File: config.mk
export PLATFORM = sky130hd
export DESIGN_NAME = router_fsm
export DESIGN_NICKNAME = d
export VERILOG_FILES = /design/src/rtl/router_fsm.sv
export SDC_FILE = /design/constraint.sdc
export NUM_CORES = 1
export LEC_CHECK = 0
export ABC_AREA = 0
export BUFFER_PORTS_ARGS = -buffer_cell sky130_fd_sc_hd__buf_2
export CORE_MARGIN = 2
export CORE_UTILIZATION = 53
export DETAILED_ROUTE_END_ITERATION = 8
export PLACE_DENSITY = 0.91
export SYNTH_ARGS = -nofsm -noshare
export SYNTH_HDL_FRONTEND = slang
export SYNTH_SLANG_ARGS = --single-unit
File: constraint.sdc
create_clock -name clock -period 3.6 [get_ports clock]
set_input_delay 0.18 -clock clock [delete_from_list [all_inputs] [get_ports clock]]
set_output_delay 0.18 -clock clock [all_outputs]
set_load 0.005 [all_outputs]
File: src/rtl/router_fsm.sv
// router_fsm: packet-sequencing controller for the 1x3 router input path.
// Decodes the destination address, waits for the addressed FIFO to drain,
// then steps the register/synchronizer blocks through header, payload,
// FIFO-full stall, parity load and parity check.
// Optional wait watchdog: define ROUTER_FSM_WAIT_TIMEOUT_EN to build it.
module router_fsm #(
    parameter int WAIT_LIMIT = 31
) (
    input  logic       clock,
    input  logic       resetn,
    input  logic       pkt_valid,
    input  logic [1:0] data_in,
    input  logic       fifo_full,
    input  logic       fifo_empty_0,
    input  logic       fifo_empty_1,
    input  logic       fifo_empty_2,
    input  logic       soft_reset_0,
    input  logic       soft_reset_1,
    input  logic       soft_reset_2,
    input  logic       parity_done,
    input  logic       low_pkt_valid,
    output logic       detect_add,
    output logic       lfd_state,
    output logic       ld_state,
    output logic       full_state,
    output logic       laf_state,
    output logic       rst_int_reg,
    output logic       write_enb_reg,
    output logic       busy,
    output logic       drop_pkt
);

    typedef enum logic [2:0] {
        DECODE_ADDRESS     = 3'd0,
        LOAD_FIRST_DATA    = 3'd1,
        LOAD_DATA          = 3'd2,
        FIFO_FULL_STATE    = 3'd3,
        LOAD_AFTER_FULL    = 3'd4,
        LOAD_PARITY        = 3'd5,
        CHECK_PARITY_ERROR = 3'd6,
        WAIT_TILL_EMPTY    = 3'd7
    } state_t;

    state_t     state_r;
    state_t     next_state_s;
    logic [1:0] addr_r;
    logic       hdr_empty_s;
    logic       cur_empty_s;
    logic       cur_soft_s;
    logic       abort_s;

    // Output strobes for a given state, packed as
    // {detect, lfd, ld, full, laf, rst_int, write_enb, busy}.
    function automatic logic [7:0] decode_outputs(input state_t s);
        logic [7:0] o;
        o = 8'b1000_0000;
        case (s)
            DECODE_ADDRESS:     o = 8'b1000_0000;
            LOAD_FIRST_DATA:    o = 8'b0100_0001;
            LOAD_DATA:          o = 8'b0010_0010;
            FIFO_FULL_STATE:    o = 8'b0001_0001;
            LOAD_AFTER_FULL:    o = 8'b0000_1011;
            LOAD_PARITY:        o = 8'b0000_0011;
            CHECK_PARITY_ERROR: o = 8'b0000_0101;
            WAIT_TILL_EMPTY:    o = 8'b0000_0001;
            default:            o = 8'b1000_0000;
        endcase
        return o;
    endfunction

    // Select the empty flag addressed by the incoming header byte.
    always_comb begin
        hdr_empty_s = 1'b0;
        case (data_in)
            2'd0:    hdr_empty_s = fifo_empty_0;
            2'd1:    hdr_empty_s = fifo_empty_1;
            2'd2:    hdr_empty_s = fifo_empty_2;
            default: hdr_empty_s = 1'b0;
        endcase
    end

    // Select the empty flag and soft reset of the latched destination.
    always_comb begin
        cur_empty_s = 1'b0;
        cur_soft_s  = 1'b0;
        case (addr_r)
            2'd0: begin
                cur_empty_s = fifo_empty_0;
                cur_soft_s  = soft_reset_0;
            end
            2'd1: begin
                cur_empty_s = fifo_empty_1;
                cur_soft_s  = soft_reset_1;
            end
            2'd2: begin
                cur_empty_s = fifo_empty_2;
                cur_soft_s  = soft_reset_2;
            end
            default: begin
                cur_empty_s = 1'b0;
                cur_soft_s  = 1'b0;
            end
        endcase
    end

`ifdef ROUTER_FSM_WAIT_TIMEOUT_EN
    localparam logic [7:0] LIMIT_M1 = 8'(WAIT_LIMIT - 1);
    logic [7:0] wait_cnt_r;

    // Watchdog fires on the last allowed wait cycle; an empty FIFO or a
    // soft reset in that same cycle takes precedence.
    always_comb begin
        abort_s = (state_r == WAIT_TILL_EMPTY) && !cur_empty_s && !cur_soft_s &&
                  (wait_cnt_r == LIMIT_M1);
    end

    // Count cycles spent in WAIT_TILL_EMPTY, clearing on entry.
    always_ff @(posedge clock or negedge resetn) begin
        if (!resetn) begin
            wait_cnt_r <= 8'd0;
        end else if (state_r != WAIT_TILL_EMPTY && next_state_s == WAIT_TILL_EMPTY) begin
            wait_cnt_r <= 8'd0;
        end else if (state_r == WAIT_TILL_EMPTY && next_state_s == WAIT_TILL_EMPTY) begin
            wait_cnt_r <= wait_cnt_r + 8'd1;
        end else begin
            wait_cnt_r <= wait_cnt_r;
        end
    end

    // Drop pulse lands in the first DECODE_ADDRESS cycle after an abort.
    always_ff @(posedge clock or negedge resetn) begin
        if (!resetn) begin
            drop_pkt <= 1'b0;
        end else begin
            drop_pkt <= abort_s;
        end
    end
`else
    logic unused_wait_limit;
    assign unused_wait_limit = ^(8'(WAIT_LIMIT));
    assign abort_s  = 1'b0;
    assign drop_pkt = 1'b0;
`endif

    // Next-state selection; soft reset of the addressed FIFO overrides all.
    always_comb begin
        next_state_s = state_r;
        if (state_r != DECODE_ADDRESS && cur_soft_s) begin
            next_state_s = DECODE_ADDRESS;
        end else if (abort_s) begin
            next_state_s = DECODE_ADDRESS;
        end else begin
            case (state_r)
                DECODE_ADDRESS: begin
                    if (pkt_valid && data_in != 2'd3) begin
                        next_state_s = hdr_empty_s ? LOAD_FIRST_DATA : WAIT_TILL_EMPTY;
                    end else begin
                        next_state_s = DECODE_ADDRESS;
                    end
                end
                LOAD_FIRST_DATA: next_state_s = LOAD_DATA;
                LOAD_DATA: begin
                    if (fifo_full) begin
                        next_state_s = FIFO_FULL_STATE;
                    end else if (!pkt_valid) begin
                        next_state_s = LOAD_PARITY;
                    end else begin
                        next_state_s = LOAD_DATA;
                    end
                end
                FIFO_FULL_STATE: next_state_s = fifo_full ? FIFO_FULL_STATE : LOAD_AFTER_FULL;
                LOAD_AFTER_FULL: begin
                    if (parity_done) begin
                        next_state_s = DECODE_ADDRESS;
                    end else if (low_pkt_valid) begin
                        next_state_s = LOAD_PARITY;
                    end else begin
                        next_state_s = LOAD_DATA;
                    end
                end
                LOAD_PARITY:        next_state_s = CHECK_PARITY_ERROR;
                CHECK_PARITY_ERROR: next_state_s = fifo_full ? FIFO_FULL_STATE : DECODE_ADDRESS;
                WAIT_TILL_EMPTY:    next_state_s = cur_empty_s ? LOAD_FIRST_DATA : WAIT_TILL_EMPTY;
                default:            next_state_s = DECODE_ADDRESS;
            endcase
        end
    end

    // State, latched address and state strobes; strobes are decoded from the
    // next state so they are registered yet line up with the state register.
    always_ff @(posedge clock or negedge resetn) begin
        if (!resetn) begin
            state_r <= DECODE_ADDRESS;
            addr_r  <= 2'd0;
            {detect_add, lfd_state, ld_state, full_state, laf_state,
             rst_int_reg, write_enb_reg, busy} <= 8'b1000_0000;
        end else begin
            state_r <= next_state_s;
            if (state_r == DECODE_ADDRESS && pkt_valid) begin
                addr_r <= data_in;
            end else begin
                addr_r <= addr_r;
            end
            {detect_add, lfd_state, ld_state, full_state, laf_state,
             rst_int_reg, write_enb_reg, busy} <= decode_outputs(next_state_s);
        end
    end

endmodule

# [After elaboration in Yosys (flattened, before gate mapping)]
# Memories as Yosys holds them, arrays and structs flattened. A register that Yosys moved wholly into a read port is not among the register bits.
# Index checks and enable logic that the tools add are counted.
[word_totals] register_bits=5 romBits=64 in_bits=14 out_inout_bits=9 elab_cells=37 mem_count=1
[mem_list] memory="(no name shown)" words=8 width=8 rd=1 rd_clocked_by_memory_dff=1 wr=0 line="57" source="case (s)"
[classes] eq_ne=12 n_mux=14 n_reduce_logical=8
[ops] operator="3-bit 2-to-1 mux" count=9
[ops] operator="3-bit one-hot mux with 8 select lines" count=1
[ops] operator="3-bit == test, second input constant" count=4
[ops] operator="1-bit one-hot mux with 3 select lines" count=3
[ops] operator="3-bit by 2-bit == test with 1-bit output, second input constant" count=2
[ops] operator="2-bit by 1-bit == test with 1-bit output, second input constant" count=2
[ops] operator="2-bit == test, second input constant" count=2
[ops] operator="2-bit logical NOT" count=2
[ops] operator="3-bit by 1-bit == test with 1-bit output, second input constant" count=1
[ops] operator="1-bit logical AND" count=3
[ops] operator="3-bit logical NOT" count=1
[ops] operator="3-bit nonzero test" count=1
[ops] operator="2-bit 2-to-1 mux" count=1
[ops] operator="2-bit != test, second input constant" count=1
[ops] operator="1-bit logical NOT" count=1

# [Longest topological paths before layout]
[depth] word_depth=6 ltp_mapped=7

# [Worst setup path after synthesis]
# No wires, ideal clock.
[synth_path] kind="flip-flop to flip-flop" start="register state_r[1]" end="register lfd_state" setup_ps=123 arrival_time_ps=1467 required_ps=3477 slack_ps=2010 path_stages_with_launch=7 path_buffers=1 period_less_slack_ps=1590 cell_sequence="dfrtp_1 -> buf_6 -> nor4b_4 -> nand2_2 -> o31a_1 -> a31oi_1 -> nor2_1"
[synth_via] elab_chain_cells=3
[synth_lines] element="from (decl)" line="44" source="state_t state_r;"
[synth_lines] element="from (signal assigned)" line="198" source="state_r <= next_state_s;"
[synth_lines] element="3-bit == test (tied with other cells)" line="153" source="case (state_r)"
[synth_lines] element="3-bit one-hot mux with 8 select lines or 1-bit logical AND (tied branches)" line="153, 148"
[synth_lines] element="3-bit 2-to-1 mux *" line="148" source="if (state_r != DECODE_ADDRESS && cur_soft_s) begin"
[synth_lines] element="to (decl)" line="23" source="output logic lfd_state,"
# Mark *: on every way between the ends. The rest lies on a longest branch, timed or not.
# A chain may end at the register's enable or synchronous reset.

# [Worst setup path after layout]
[layout_path] start="register state_r[1]" end="register rst_int_reg"
[layout_via] elab_chain_cells=3
[layout_lines] element="3-bit == test (tied with other cells)" line="153"
[layout_lines] element="3-bit one-hot mux with 8 select lines or 1-bit logical AND (tied branches)" line="153, 148"
[layout_lines] element="3-bit 2-to-1 mux *" line="148"
[layout_lines] element="via next_state_s[2]" line="45" source="state_t next_state_s;"
[layout_lines] element="to (decl)" line="27" source="output logic rst_int_reg,"
# The timed path passes the listed nets; every way through them passes the cells marked *.

==> results list <==
- Net switching is 42.8% of the power.
- The worst-case IR drop observed on VDD is 490 uV.
* Count of different cell masters after synthesis: 40
- Tightest Hold Check Type: in -> reg
- In this run the remaining antenna-violating nets after routing total 0.
- Skew-Pair Late Insertion Delay: 270 ps
- Layout cells sized above 1: 35.7%
- Once layout is complete, the cells apart from fillers number 113.
* Final routed wire length divided by cell count: 13.2 um
- Yosys warnings: 0
- Placement-stage cell area: 872 um^2
- In the routed layout, each cell is associated on average with a via count of 5.70.
- GRT Residual Overflow: 0
- Counting every net in the synthesized netlist gives 90.
- For this run, the post-layout net count is 113.
- Summing all flip-flop and latch instances after layout gives 327 um^2.
- Top fanout value on the critical path: 10
- Number of placed cells counting well taps: 108
- Across all hold checks on the routed design, the worst slack comes to 193 ps.
- CTS placed an instance of clkbuf_4 at the clock tree root.
* Yosys reg bits: 13
* Sort of element at the end of the critical path: flip-flop
- For this block, the routed nets add up to 1.50 mm of wire.
- Relative contribution of the clock network to total power: 11.3%
* Antenna Diode Count: 0
- Prior to clock tree synthesis, the placed netlist has a worst setup slack of 1810 ps.
* Dpl hpwl: 1.19 mm
- Category of the most critical setup path: reg -> reg
* Worst-case hold path end point: addr_r[1]$_DFFE_PN0P_
- Entering global routing, the biggest net connects 14 pins.
* RSZ-0062 raised after global routing: false
- TritonCTS built the clock tree.
* Register with the most flip-flops: state_r
- In this run the static leakage power is 0.436 nW.
- The via count of the first global-routing pass was 607.
- Compared with the post-synthesis result, the final layout area differs by 16.5%.
- Hold path cells: 2
- The top cell types in the final layout, fill and taps aside, are buf_2, dfrtp_1, nor2_1.
- I/O pin cnt: 23
- After technology mapping, the gate count stands at 76.
* Total negative setup slack: 0 ps
- Wire length of the first global-routing pass: 2.47 mm
* CTS sink cnt: 13
- Max reg flops: 3
- From left edge to right edge, the die measures 42.4 um.
* Share of the cycle needed by the critical path after routing: 49.7%
* Result of the run: completed
- The hold violation total from the final report came to 0.
* Max Fclk: 0.559 GHz
* Max-capacitance violation count: 0
- STA classifies the critical path startpoint as a flip-flop.
* Count of vias placed by the detailed router: 644
* Sequential share of the synthesized area: 41.9%
- Setup WS post-layout: 1810 ps
- Post-cts sizing count: 0
* Biggest regs: state_r (3), addr_r (2)
- The startpoint identified for the worst register-to-register timing path is state_r[1]$_DFF_PN0_.
- After floorplanning, the core was sized to cover 1330 um^2.
* Die Outline Area: 1790 um^2
- Summing all non-filler instances in the final layout gives an area of 908 um^2.
- For this run, design rule violations remaining after detail routing come to 0.
- In this run the vertical extent of the chip is 42.4 um.
* Data arrival, critical path: 2000 ps
- Sequential share of power: 36.5%
- In this run the most critical hold path is launched from data_in[1].
- Counting flops with a built-in enable in the synthesized netlist gives 0.
- For this run, the total global-route usage over all layers was measured as 17.6%.
- TritonCTS created 3 clock buffers.
- Port buffering added 21 buffers.
- Setup violations remaining at the end of the flow were counted as 0.
- The final-report max-slew violation count is 0.
- Switching pwr: 326 uW
* Row count: 13
* H-tree depth: 1
- After clock tree synthesis, the clock-pin slew on the worst setup and hold paths is 70 ps.
* Design internal power: 436 uW
- Number of design-rule violations left by the first detailed-router iteration: 17
- Filler cell count: 110
- The worst register-to-register path ends at rst_int_reg$_DFF_PN0_.
- Average cell area after synthesis: 10.3 um^2
* Most common cell after layout, fill and taps aside: buf_2
* Area of the multi-input gates: 407 um^2
- Data on the critical path is required at its endpoint by 3810 ps.
* Antenna violations before repair: 0
- Commonest register cell after synthesis: dfrtp_1
- Counting flops with an async set or reset pin after synthesis yields a share of 100%.
* Overall power of the completed layout: 762 uW
- The setup check on the worst reg-to-reg path leaves a slack of 1810 ps.
- Number of cells on the worst reg-to-reg path: 6
- At the end of routability-driven placement, the weighted congestion stood at 0.853.
- Starting utilization of the core area: 58.4%
- Summing every instance area after synthesis gives 779 um^2.
- Final Critical Period: 1790 ps
- Buffer depth of the longest clock path: 2
* Clock skew after layout: 2.90 ps
- For this run, the detailed router's first-pass iteration total came to 4.
- Final core utilization: 68.1%
* Combinational power share: 52.2%
- Power density relative to cell area: 839 nW/um^2
==> cell families (layout without fill, tap and decap cells) <==
| kind of cell | after synthesis | count (layout) | synth area share [%] |
|---|---|---|---|
| buffers and inverters | 8 | 30 | 5.94 |
| AND/OR/NAND/NOR | 29 | 29 | 23.6 |
| other | 1 | 1 | 0.481 |
| flip-flops | 13 | 13 | 41.9 |
| AO/OA/AOI/OAI | 20 | 20 | 21.5 |
| multiplexers | 4 | 4 | 5.46 |
| XOR/XNOR | 1 | 1 | 1.12 |
==> repair_timing <==
action / 4_1_cts / 5_1_grt
hold endpoints to repair: 12 / 0
setup buffers: 0 / 0
hold buffers: 1 / 0
==> power by group through the flow <==
| stage | Clock, mW | Sequential [mW] | Combinational (mW) |
|---|---|---|---|
| 3_3_place_gp | 0 | 0.277 | 0.384 |
| 5_1_grt | 0.0956 | 0.288 | 0.443 |
| 3_5_place_dp | 0 | 0.280 | 0.396 |
| 6_report | 0.0863 | 0.278 | 0.397 |
| 4_1_cts | 0.0887 | 0.277 | 0.399 |
| 2_1_floorplan | 0 | 0.247 | 0.342 |
==> layer usage <==
metal / global-route usage [%] / share of wire, % / vias up
met1: 19.6 / 42 / 302
met5: 0 / 0 / -
li1: - / - / 319
met4: 1.25 / 0 / 0
met3: 5.60 / 5.3 / 0
met2: 33.5 / 53 / 23
==> worst max path at each step <==
stage / start / endpoint / slack, ps / depth (start not counted)
after floorplan: state_r[1]$_DFF_PN0_ / lfd_state$_DFF_PN0_ / 2010 / 6
after global placement: state_r[1]$_DFF_PN0_ / lfd_state$_DFF_PN0_ / 1840 / 5
after detailed placement: state_r[1]$_DFF_PN0_ / rst_int_reg$_DFF_PN0_ / 1810 / 6
after CTS: state_r[1]$_DFF_PN0_ / rst_int_reg$_DFF_PN0_ / 1800 / 6
after global routing: state_r[1]$_DFF_PN0_ / rst_int_reg$_DFF_PN0_ / 1680 / 6
final: state_r[1]$_DFF_PN0_ / rst_int_reg$_DFF_PN0_ / 1810 / 6
==> area by class of cell <==
cell class | instances | area share (%)
clock buffer | 4 | 2.89
inverter | 4 | 1.65
multi-input combinational | 55 | 44.8
sequential | 13 | 36.0
tap | 15 | 2.07
timing repair buffer | 22 | 12.7
==> critical path, cell delays in order, from the launching register on <==
cell	delay, ps
dfrtp_1	510
nor4b_4	440
nand2_2	140
o31ai_4	330
nand2b_2	120
clkinv_1	60
and3_1	140
==> cells in the mapped netlist, types with 2 or more instances <==
cell,number,area share [%]
dfrtp_1,12,39
nor2b_1,3,2.4
inv_1,2,0.96
o21a_1,2,1.9
o211ai_1,2,1.9
nand3b_1,3,2.9
and3_1,2,1.6
mux2_2,2,2.9
nor2_1,6,2.9
nor3b_1,2,1.9
nand2b_1,2,1.6
a21oi_1,3,1.9
a31oi_1,3,2.4
nand2_1,4,1.9
buf_4,2,1.9
mux2i_1,2,2.6
(Power assumes the default switching activity.)
